[config.mk]
export PLATFORM = sky130hd
export DESIGN_NAME = memory_access_flat
export DESIGN_NICKNAME = d
export VERILOG_FILES = /design/src/rtl/memory_access_pkg.sv /design/src/rtl/memory_access_if.sv /design/src/rtl/memory_access_load_align.sv /design/src/rtl/memory_access.sv /design/src/flat_wrapper.sv
export SDC_FILE = /design/constraint.sdc
export NUM_CORES = 1
export LEC_CHECK = 0
export CAP_MARGIN = 20
export CORE_MARGIN = 2
export CORE_UTILIZATION = 34
export DETAILED_ROUTE_END_ITERATION = 12
export PLACE_DENSITY = 0.61
export SLEW_MARGIN = 20
export SYNTH_ARGS = -nofsm -noshare
export SYNTH_HDL_FRONTEND = slang
export SYNTH_SLANG_ARGS = --single-unit
[constraint.sdc]
create_clock -name clk -period 4.4 [get_ports clk]
set_clock_uncertainty 0.15 [all_clocks]
set_input_delay 0.66 -clock clk [delete_from_list [all_inputs] [get_ports clk]]
set_output_delay 0.66 -clock clk [all_outputs]
set_load 0.02 [all_outputs]
[src/rtl/memory_access_pkg.sv]
// Shared constants, bus request type and lane helpers for the memory_access stage.
// Width, LSU size and bus command codes are common with the execute stage.
package memory_access_pkg;

    localparam int CPU_ADDR_WIDTH  = 32;
    localparam int CPU_DATA_WIDTH  = 32;
    localparam int CPU_REG_WIDTH   = 32;
    localparam int CPU_REGNO_WIDTH = 5;
    localparam int CPU_LSUOP_WIDTH = 2;

    localparam logic [CPU_LSUOP_WIDTH-1:0] CPU_LSU_IDLE = 2'd0;
    localparam logic [CPU_LSUOP_WIDTH-1:0] CPU_LSU_BYTE = 2'd1;
    localparam logic [CPU_LSUOP_WIDTH-1:0] CPU_LSU_HALF = 2'd2;
    localparam logic [CPU_LSUOP_WIDTH-1:0] CPU_LSU_WORD = 2'd3;

    localparam logic [1:0] CPU_BUS_IDLE  = 2'd0;
    localparam logic [1:0] CPU_BUS_READ  = 2'd1;
    localparam logic [1:0] CPU_BUS_WRITE = 2'd2;

    typedef struct packed {
        logic [CPU_ADDR_WIDTH-1:0] addr;
        logic [1:0]                cmd;
        logic [CPU_DATA_WIDTH-1:0] wdata;
        logic [3:0]                be;
    } bus_req_t;

    // Big-endian lanes: byte 0 lives in bits 31:24.
    function automatic logic [3:0] lane_be(input logic [CPU_LSUOP_WIDTH-1:0] op,
                                           input logic [1:0] addr_lo);
        logic [3:0] be;
        be = 4'b0000;
        case (op)
            CPU_LSU_BYTE: be = 4'b1000 >> addr_lo;
            CPU_LSU_HALF: be = addr_lo[1] ? 4'b0011 : 4'b1100;
            CPU_LSU_WORD: be = 4'b1111;
            default:      be = 4'b0000;
        endcase
        return be;
    endfunction

    function automatic logic [CPU_DATA_WIDTH-1:0] lane_wdata(input logic [CPU_LSUOP_WIDTH-1:0] op,
                                                             input logic [CPU_DATA_WIDTH-1:0] data);
        logic [CPU_DATA_WIDTH-1:0] wdata;
        wdata = data;
        case (op)
            CPU_LSU_BYTE: wdata = {4{data[7:0]}};
            CPU_LSU_HALF: wdata = {2{data[15:0]}};
            default:      wdata = data;
        endcase
        return wdata;
    endfunction

    function automatic logic misaligned_access(input logic [CPU_LSUOP_WIDTH-1:0] op,
                                               input logic [1:0] addr_lo);
        return ((op == CPU_LSU_HALF) && addr_lo[0]) ||
               ((op == CPU_LSU_WORD) && (addr_lo != 2'b00));
    endfunction

endpackage

[src/rtl/memory_access_if.sv]
// Data-bus interface between the memory stage (master) and the data memory (slave).
interface memory_access_if;
    import memory_access_pkg::*;

    logic [CPU_ADDR_WIDTH-1:0] addr;
    logic [1:0]                cmd;
    logic [CPU_DATA_WIDTH-1:0] wdata;
    logic [3:0]                be;
    logic                      rdy;
    logic [CPU_DATA_WIDTH-1:0] rdata;
    logic                      dvalid;

    modport master (output addr, cmd, wdata, be, input rdy, rdata, dvalid);
    modport slave  (input addr, cmd, wdata, be, output rdy, rdata, dvalid);

endinterface

[src/rtl/memory_access_load_align.sv]
// Combinational load lane extraction (big-endian) with sign/zero extension.
module load_align
    import memory_access_pkg::*;
(
    input  logic [CPU_DATA_WIDTH-1:0]  rdata,
    input  logic [1:0]                 addr_lo,
    input  logic [CPU_LSUOP_WIDTH-1:0] op,
    input  logic                       ext,
    output logic [CPU_REG_WIDTH-1:0]   data
);

    logic [7:0]  lane_byte;
    logic [15:0] lane_half;

    always_comb begin
        lane_byte = rdata[31:24];
        lane_half = addr_lo[1] ? rdata[15:0] : rdata[31:16];
        case (addr_lo)
            2'd0:    lane_byte = rdata[31:24];
            2'd1:    lane_byte = rdata[23:16];
            2'd2:    lane_byte = rdata[15:8];
            default: lane_byte = rdata[7:0];
        endcase
    end

    always_comb begin
        data = rdata;
        case (op)
            CPU_LSU_BYTE: data = {{24{ext & lane_byte[7]}}, lane_byte};
            CPU_LSU_HALF: data = {{16{ext & lane_half[15]}}, lane_half};
            default:      data = rdata;
        endcase
    end

endmodule

[src/rtl/memory_access.sv]
// Ultiparc memory stage: one data-bus transaction per load/store, stalls until done.
// Optional MEMACC_ALIGN_CHECK_EN turns misaligned HALF/WORD accesses into an o_addr_err pulse.
module memory_access
    import memory_access_pkg::*;
(
    input  logic                       clk,
    input  logic                       nrst,
    input  logic                       i_fetch_stall,
    output logic                       o_mem_stall,
    input  logic [CPU_REGNO_WIDTH-1:0] i_rd_no,
    input  logic [CPU_ADDR_WIDTH-1:0]  i_alu_result,
    input  logic [CPU_LSUOP_WIDTH-1:0] i_lsu_op,
    input  logic                       i_lsu_lns,
    input  logic                       i_lsu_ext,
    input  logic [CPU_DATA_WIDTH-1:0]  i_mem_data,
    memory_access_if.master            dbus,
    output logic [CPU_REGNO_WIDTH-1:0] o_rd_no,
    output logic [CPU_REG_WIDTH-1:0]   o_rd_val,
    output logic                       o_addr_err
);

    localparam logic [1:0] ST_IDLE = 2'd0;
    localparam logic [1:0] ST_CMD  = 2'd1;
    localparam logic [1:0] ST_RESP = 2'd2;
    localparam logic [1:0] ST_DONE = 2'd3;

    logic [1:0]               state;
    bus_req_t                 req_q;
    logic                     is_load_q;
    logic                     misalign_q;
    logic [CPU_REG_WIDTH-1:0] load_data_q;
    logic [CPU_REG_WIDTH-1:0] align_data;
    logic                     mem_op;
    logic                     misaligned;

    assign mem_op = (i_lsu_op != CPU_LSU_IDLE);

`ifdef MEMACC_ALIGN_CHECK_EN
    assign misaligned = misaligned_access(i_lsu_op, i_alu_result[1:0]);
`else
    assign misaligned = 1'b0;
`endif

    assign o_mem_stall = ((state == ST_IDLE) && mem_op) || (state == ST_CMD) || (state == ST_RESP);

    assign dbus.addr  = req_q.addr;
    assign dbus.wdata = req_q.wdata;
    assign dbus.be    = req_q.be;
    assign dbus.cmd   = (state == ST_CMD) ? req_q.cmd : CPU_BUS_IDLE;

    // The request is captured once on leaving IDLE so the bus sees a stable command until accept.
    always_ff @(posedge clk or negedge nrst) begin
        if (!nrst) begin
            state      <= ST_IDLE;
            req_q      <= '0;
            is_load_q  <= 1'b0;
            misalign_q <= 1'b0;
        end else begin
            case (state)
                ST_IDLE: begin
                    if (mem_op) begin
                        is_load_q  <= i_lsu_lns;
                        misalign_q <= misaligned;
                        if (misaligned) begin
                            state <= ST_DONE;
                        end else begin
                            req_q.addr  <= {i_alu_result[CPU_ADDR_WIDTH-1:2], 2'b00};
                            req_q.cmd   <= i_lsu_lns ? CPU_BUS_READ : CPU_BUS_WRITE;
                            req_q.wdata <= lane_wdata(i_lsu_op, i_mem_data);
                            req_q.be    <= lane_be(i_lsu_op, i_alu_result[1:0]);
                            state       <= ST_CMD;
                        end
                    end
                end
                ST_CMD: begin
                    if (dbus.rdy) begin
                        state <= is_load_q ? ST_RESP : ST_DONE;
                    end
                end
                ST_RESP: begin
                    if (dbus.dvalid) begin
                        state <= ST_DONE;
                    end
                end
                ST_DONE: begin
                    if (!i_fetch_stall) begin
                        state <= ST_IDLE;
                    end
                end
                default: state <= ST_IDLE;
            endcase
        end
    end

    load_align u_load_align (
        .rdata   (dbus.rdata),
        .addr_lo (i_alu_result[1:0]),
        .op      (i_lsu_op),
        .ext     (i_lsu_ext),
        .data    (align_data)
    );

    always_ff @(posedge clk or negedge nrst) begin
        if (!nrst) begin
            load_data_q <= '0;
        end else if ((state == ST_RESP) && dbus.dvalid) begin
            load_data_q <= align_data;
        end
    end

    // Stores and misaligned loads retire to R0 so writeback never corrupts a register.
    always_ff @(posedge clk or negedge nrst) begin
        if (!nrst) begin
            o_rd_no  <= '0;
            o_rd_val <= '0;
        end else if (!(o_mem_stall || i_fetch_stall)) begin
            if (state == ST_DONE) begin
                o_rd_no  <= (is_load_q && !misalign_q) ? i_rd_no : '0;
                o_rd_val <= is_load_q ? load_data_q : i_alu_result;
            end else begin
                o_rd_no  <= i_rd_no;
                o_rd_val <= i_alu_result;
            end
        end
    end

`ifdef MEMACC_ALIGN_CHECK_EN
    logic addr_err_q;

    always_ff @(posedge clk or negedge nrst) begin
        if (!nrst) begin
            addr_err_q <= 1'b0;
        end else begin
            addr_err_q <= (state == ST_IDLE) && mem_op && misaligned;
        end
    end

    assign o_addr_err = addr_err_q;
`else
    assign o_addr_err = 1'b0;
`endif

endmodule

[src/flat_wrapper.sv]
// flat-port wrapper written by rule: the top's interface ports become plain ports
module memory_access_flat import memory_access_pkg::*;
  (clk, nrst, i_fetch_stall, o_mem_stall, i_rd_no, i_alu_result, i_lsu_op, i_lsu_lns, i_lsu_ext, i_mem_data, o_rd_no, o_rd_val, o_addr_err, dbus_addr, dbus_cmd, dbus_wdata, dbus_be, dbus_rdy, dbus_rdata, dbus_dvalid);
  memory_access_if dbus_i ();
  input  logic clk;
  input  logic nrst;
  input  logic i_fetch_stall;
  output logic o_mem_stall;
  input  logic [CPU_REGNO_WIDTH-1:0] i_rd_no;
  input  logic [CPU_ADDR_WIDTH-1:0] i_alu_result;
  input  logic [CPU_LSUOP_WIDTH-1:0] i_lsu_op;
  input  logic i_lsu_lns;
  input  logic i_lsu_ext;
  input  logic [CPU_DATA_WIDTH-1:0] i_mem_data;
  output logic [CPU_REGNO_WIDTH-1:0] o_rd_no;
  output logic [CPU_REG_WIDTH-1:0] o_rd_val;
  output logic o_addr_err;
  output wire logic [$bits(dbus_i.addr)-1:0] dbus_addr;
  output wire logic [$bits(dbus_i.cmd)-1:0] dbus_cmd;
  output wire logic [$bits(dbus_i.wdata)-1:0] dbus_wdata;
  output wire logic [$bits(dbus_i.be)-1:0] dbus_be;
  input wire logic [$bits(dbus_i.rdy)-1:0] dbus_rdy;
  input wire logic [$bits(dbus_i.rdata)-1:0] dbus_rdata;
  input wire logic [$bits(dbus_i.dvalid)-1:0] dbus_dvalid;
  assign dbus_addr = dbus_i.addr;
  assign dbus_cmd = dbus_i.cmd;
  assign dbus_wdata = dbus_i.wdata;
  assign dbus_be = dbus_i.be;
  assign dbus_i.rdy = dbus_rdy;
  assign dbus_i.rdata = dbus_rdata;
  assign dbus_i.dvalid = dbus_dvalid;
  memory_access u_core (.clk(clk), .nrst(nrst), .i_fetch_stall(i_fetch_stall), .o_mem_stall(o_mem_stall), .i_rd_no(i_rd_no), .i_alu_result(i_alu_result), .i_lsu_op(i_lsu_op), .i_lsu_lns(i_lsu_lns), .i_lsu_ext(i_lsu_ext), .i_mem_data(i_mem_data), .dbus(dbus_i), .o_rd_no(o_rd_no), .o_rd_val(o_rd_val), .o_addr_err(o_addr_err));
endmodule
==> impl_metrics.json <==
{
  "status": "finished, final reports clean",
  "met2WireLength_mm": 9.891,
  "synthCells": 762,
  "fin_util": 0.4539,
  "path_cells": "clkdlybuf4s50_1 -> inv_1 -> ha_1 -> nor2b_4 -> or3_1 -> clkdlybuf4s50_1",
  "dieArea_mm2": 0.02301,
  "power_mw": 7.007,
  "finalCritPeriodShare": 0.7451,
  "cts_max_path_buffers": 2,
  "cp_slowest_cell": "clkdlybuf4s50_1",
  "synthFlopType": "dfrtp_1",
  "die_w_um": 151.7,
  "yosysMostFrequentCell": "nand2_1",
  "rsz0062_at_grt": "no",
  "synth_top_cell_area_share": 0.4691,
  "top_layer": "met4",
  "antenna_cells": 0,
  "slew_headroom": 0.3874,
  "path_buf_inv": 3,
  "reg2reg_depth": 6,
  "start_kind": "input pin",
  "power.density_mw_per_mm2": 713.9,
  "maxSlewViolCount": 0,
  "clk_latency_ns": 0.41,
  "cap_violations": 0,
  "hpwl_mm": 15.50,
  "place_congestion": 0.7991,
  "synth_area_leaders": "dfrtp_1 (47%), mux2_2 (11%), nand2_1 (7.7%)",
  "setup.worst_path.class": "input pin to primary output",
  "met1Wirelength_mm": 9.885,
  "clkTransAtPathRegs_ns": 0.06,
  "cts-buffers-inserted": 17,
  "grt_usage": 0.1855,
  "vdd_drop_max_mv": 0.3411,
  "end_kind": "primary output",
  "post-route-min-period_ns": 3.279,
  "antenna_found_initial": 0,
  "vias": 5851,
  "grt_pass1_vias": 5645,
  "core-area_mm2": 0.02162,
  "cts_num_sinks": 139,
  "overflow": 0,
  "area_growth_syn_to_layout_pct": 32.37,
  "nets": 1007,
  "cpLargestDelayFamily": "buffers and inverters",
  "syn_area_mm2": 0.007415,
  "cp.arrival_ns": 2.47,
  "regToRegSetupSlack_ns": 1.78,
  "fillers": 2111,
  "p_leak_nw": 4.200,
  "seq_area_frac_synth": 0.4691,
  "synth_edf_count": 0,
  "layoutNonFillerInstCount": 1182,
  "root_buffer": "clkbuf_16",
  "r2r-start": "u_core.state[0]$_DFFE_PN0P_",
  "timing.fmax_mhz": 305.0,
  "synth.top_cells.by_count": "nand2_1 (153), dfrtp_1 (139), mux2_2 (70), buf_4 (69), nor2_1 (50)",
  "grt_pass1_wl_mm": 32.35,
  "synthArstFlopShare": 1.000,
  "row_count": 54,
  "min_path_type": "input pin to async pin",
  "tns_ns": 0,
  "cts_tree": "yes",
  "ys_types": 43,
  "cpPeakStageDelay_ns": 0.55,
  "cts_resized": 0,
  "postCtsHoldBufs": 0,
  "yosys_warnings": 0,
  "drive_gt1_frac": 0.1397,
  "grt_start_max_net_pins": 76,
  "cp_common_cell": "clkdlybuf4s50_1",
  "post_drt_via_cell_ratio": 4.950,
  "hold_viol_final": 0,
  "synth_seq_cells": 139,
  "start_util": 0.3429,
  "worst_pin_slew_ns": 0.9189,
  "postRouteAntennaNets": 0,
  "first_iter_violations": 357,
  "synth.largest_area_cell": "dfrtp_1",
  "io_buffers": 215,
  "drt-pass1-iter-count": 5,
  "avgSynthCellArea_um2": 9.730,
  "wl_per_cell_um": 18.08,
  "htree_num_levels": 4,
  "cp_max_fo": 3,
  "drc": 0,
  "r2r-end": "u_core.load_data_q[31]$_DFFE_PN0P_",
  "cts_setup_buffers": 0,
  "wl_met3_mm": 1.017,
  "setup_viol": 0,
  "io_pins": 219,
  "dp.cells": 1150,
  "required_ns": 3.59,
  "wirelength_mm": 21.37,
  "die_h_um": 151.7
}
layout by cell type (no fill, tap or decap), types with 3 or more instances in the layout:
cell             instances
and2_1                   5
nor2_1                  50
o21ai_0                  5
clkinv_2                 4
conb_1                   3
inv_1                   20
a22o_1                   8
mux2i_1                  5
nor3_1                  16
clkdlybuf4s50_1        214
nand2_1                152
clkinvlp_4               8
o31ai_1                  9
clkbuf_16               17
mux2_2                  70
o221ai_1                 7
a21oi_1                 34
mux2_4                   5
a211oi_1                32
ha_1                     8
a21o_1                  10
a32oi_1                  8
buf_4                   10
nor2b_1                 20
a221oi_1                16
dfrtp_1                139
per-layer routing:
| layer | vias to the layer above | track usage |
|---|---|---|
| met2 | 184 | 0.2824 |
| met5 | - | 0 |
| met4 | 0 | 0.06343 |
| met1 | 2833 | 0.2625 |
| met3 | 29 | 0.03832 |
| li1 | 2805 | - |
state kept, by name, indices dropped and copies added (netlist names):
signal              count
u_core.o_rd_no          5
u_core.dbus.be          4
u_core.req_q            2
u_core.dbus.addr       30
u_core.dbus.wdata      32
u_core.load_data_q     32
u_core.o_rd_val        32
u_core.state            2
where the power goes:
group | switching [mW] | total, mW | internal (mW)
sequential | 0.368 | 2.30 | 1.93
clock | 0.568 | 1.30 | 0.733
combinational | 1.77 | 3.41 | 1.64
total | 2.70 | 7.01 | 4.30
worst max-delay path by stage:
stage	from	to	slack [ns]	depth (start not counted)
2_1_floorplan	i_lsu_op[0]	o_mem_stall	1.90	6
4_1_cts	i_lsu_op[0]	o_mem_stall	1.15	6
3_5_place_dp	i_lsu_op[0]	o_mem_stall	1.15	6
3_3_place_gp	i_lsu_op[0]	o_mem_stall	1.16	6
6_report	i_lsu_op[0]	o_mem_stall	1.12	6
5_1_grt	i_lsu_op[1]	o_mem_stall	1.05	6
cells by family after synthesis:
| group | Yosys count | synth area share |
|---|---|---|
| adder cells (fa/ha/maj) | 8 | 0.01350 |
| AND/OR/NAND/NOR | 252 | 0.1444 |
| AO/OA/AOI/OAI | 141 | 0.1377 |
| multiplexers | 80 | 0.1232 |
| flip-flops | 139 | 0.4691 |
| buffers and inverters | 141 | 0.1115 |
| other | 1 | 0.0005058 |
per-stage QoR:
step / setup WS (ns) / hold WS [ns] / cell area, um^2
global route: 1.054 / 0.1926 / 9814
CTS: 1.147 / 0.1633 / 9814
global placement: 1.158 / 0.3050 / 9278
detailed placement: 1.151 / 0.3115 / 9278
floorplan: 1.903 / 0.2144 / 7422
finish: 1.121 / 0.1339 / 9814
area by class of cell:
type	count	area (um^2)	share of cell area
Clock buffer	18	439.2	0.04475
Clock inverter	14	97.59	0.009944
Inverter	21	78.83	0.008032
Multi-Input combinational cell	484	3122	0.3181
Sequential cell	139	3478	0.3544
Tap cell	280	350.3	0.03570
Timing Repair Buffer	226	2248	0.2291
No activity file was read; power rests on OpenSTA's default activity.
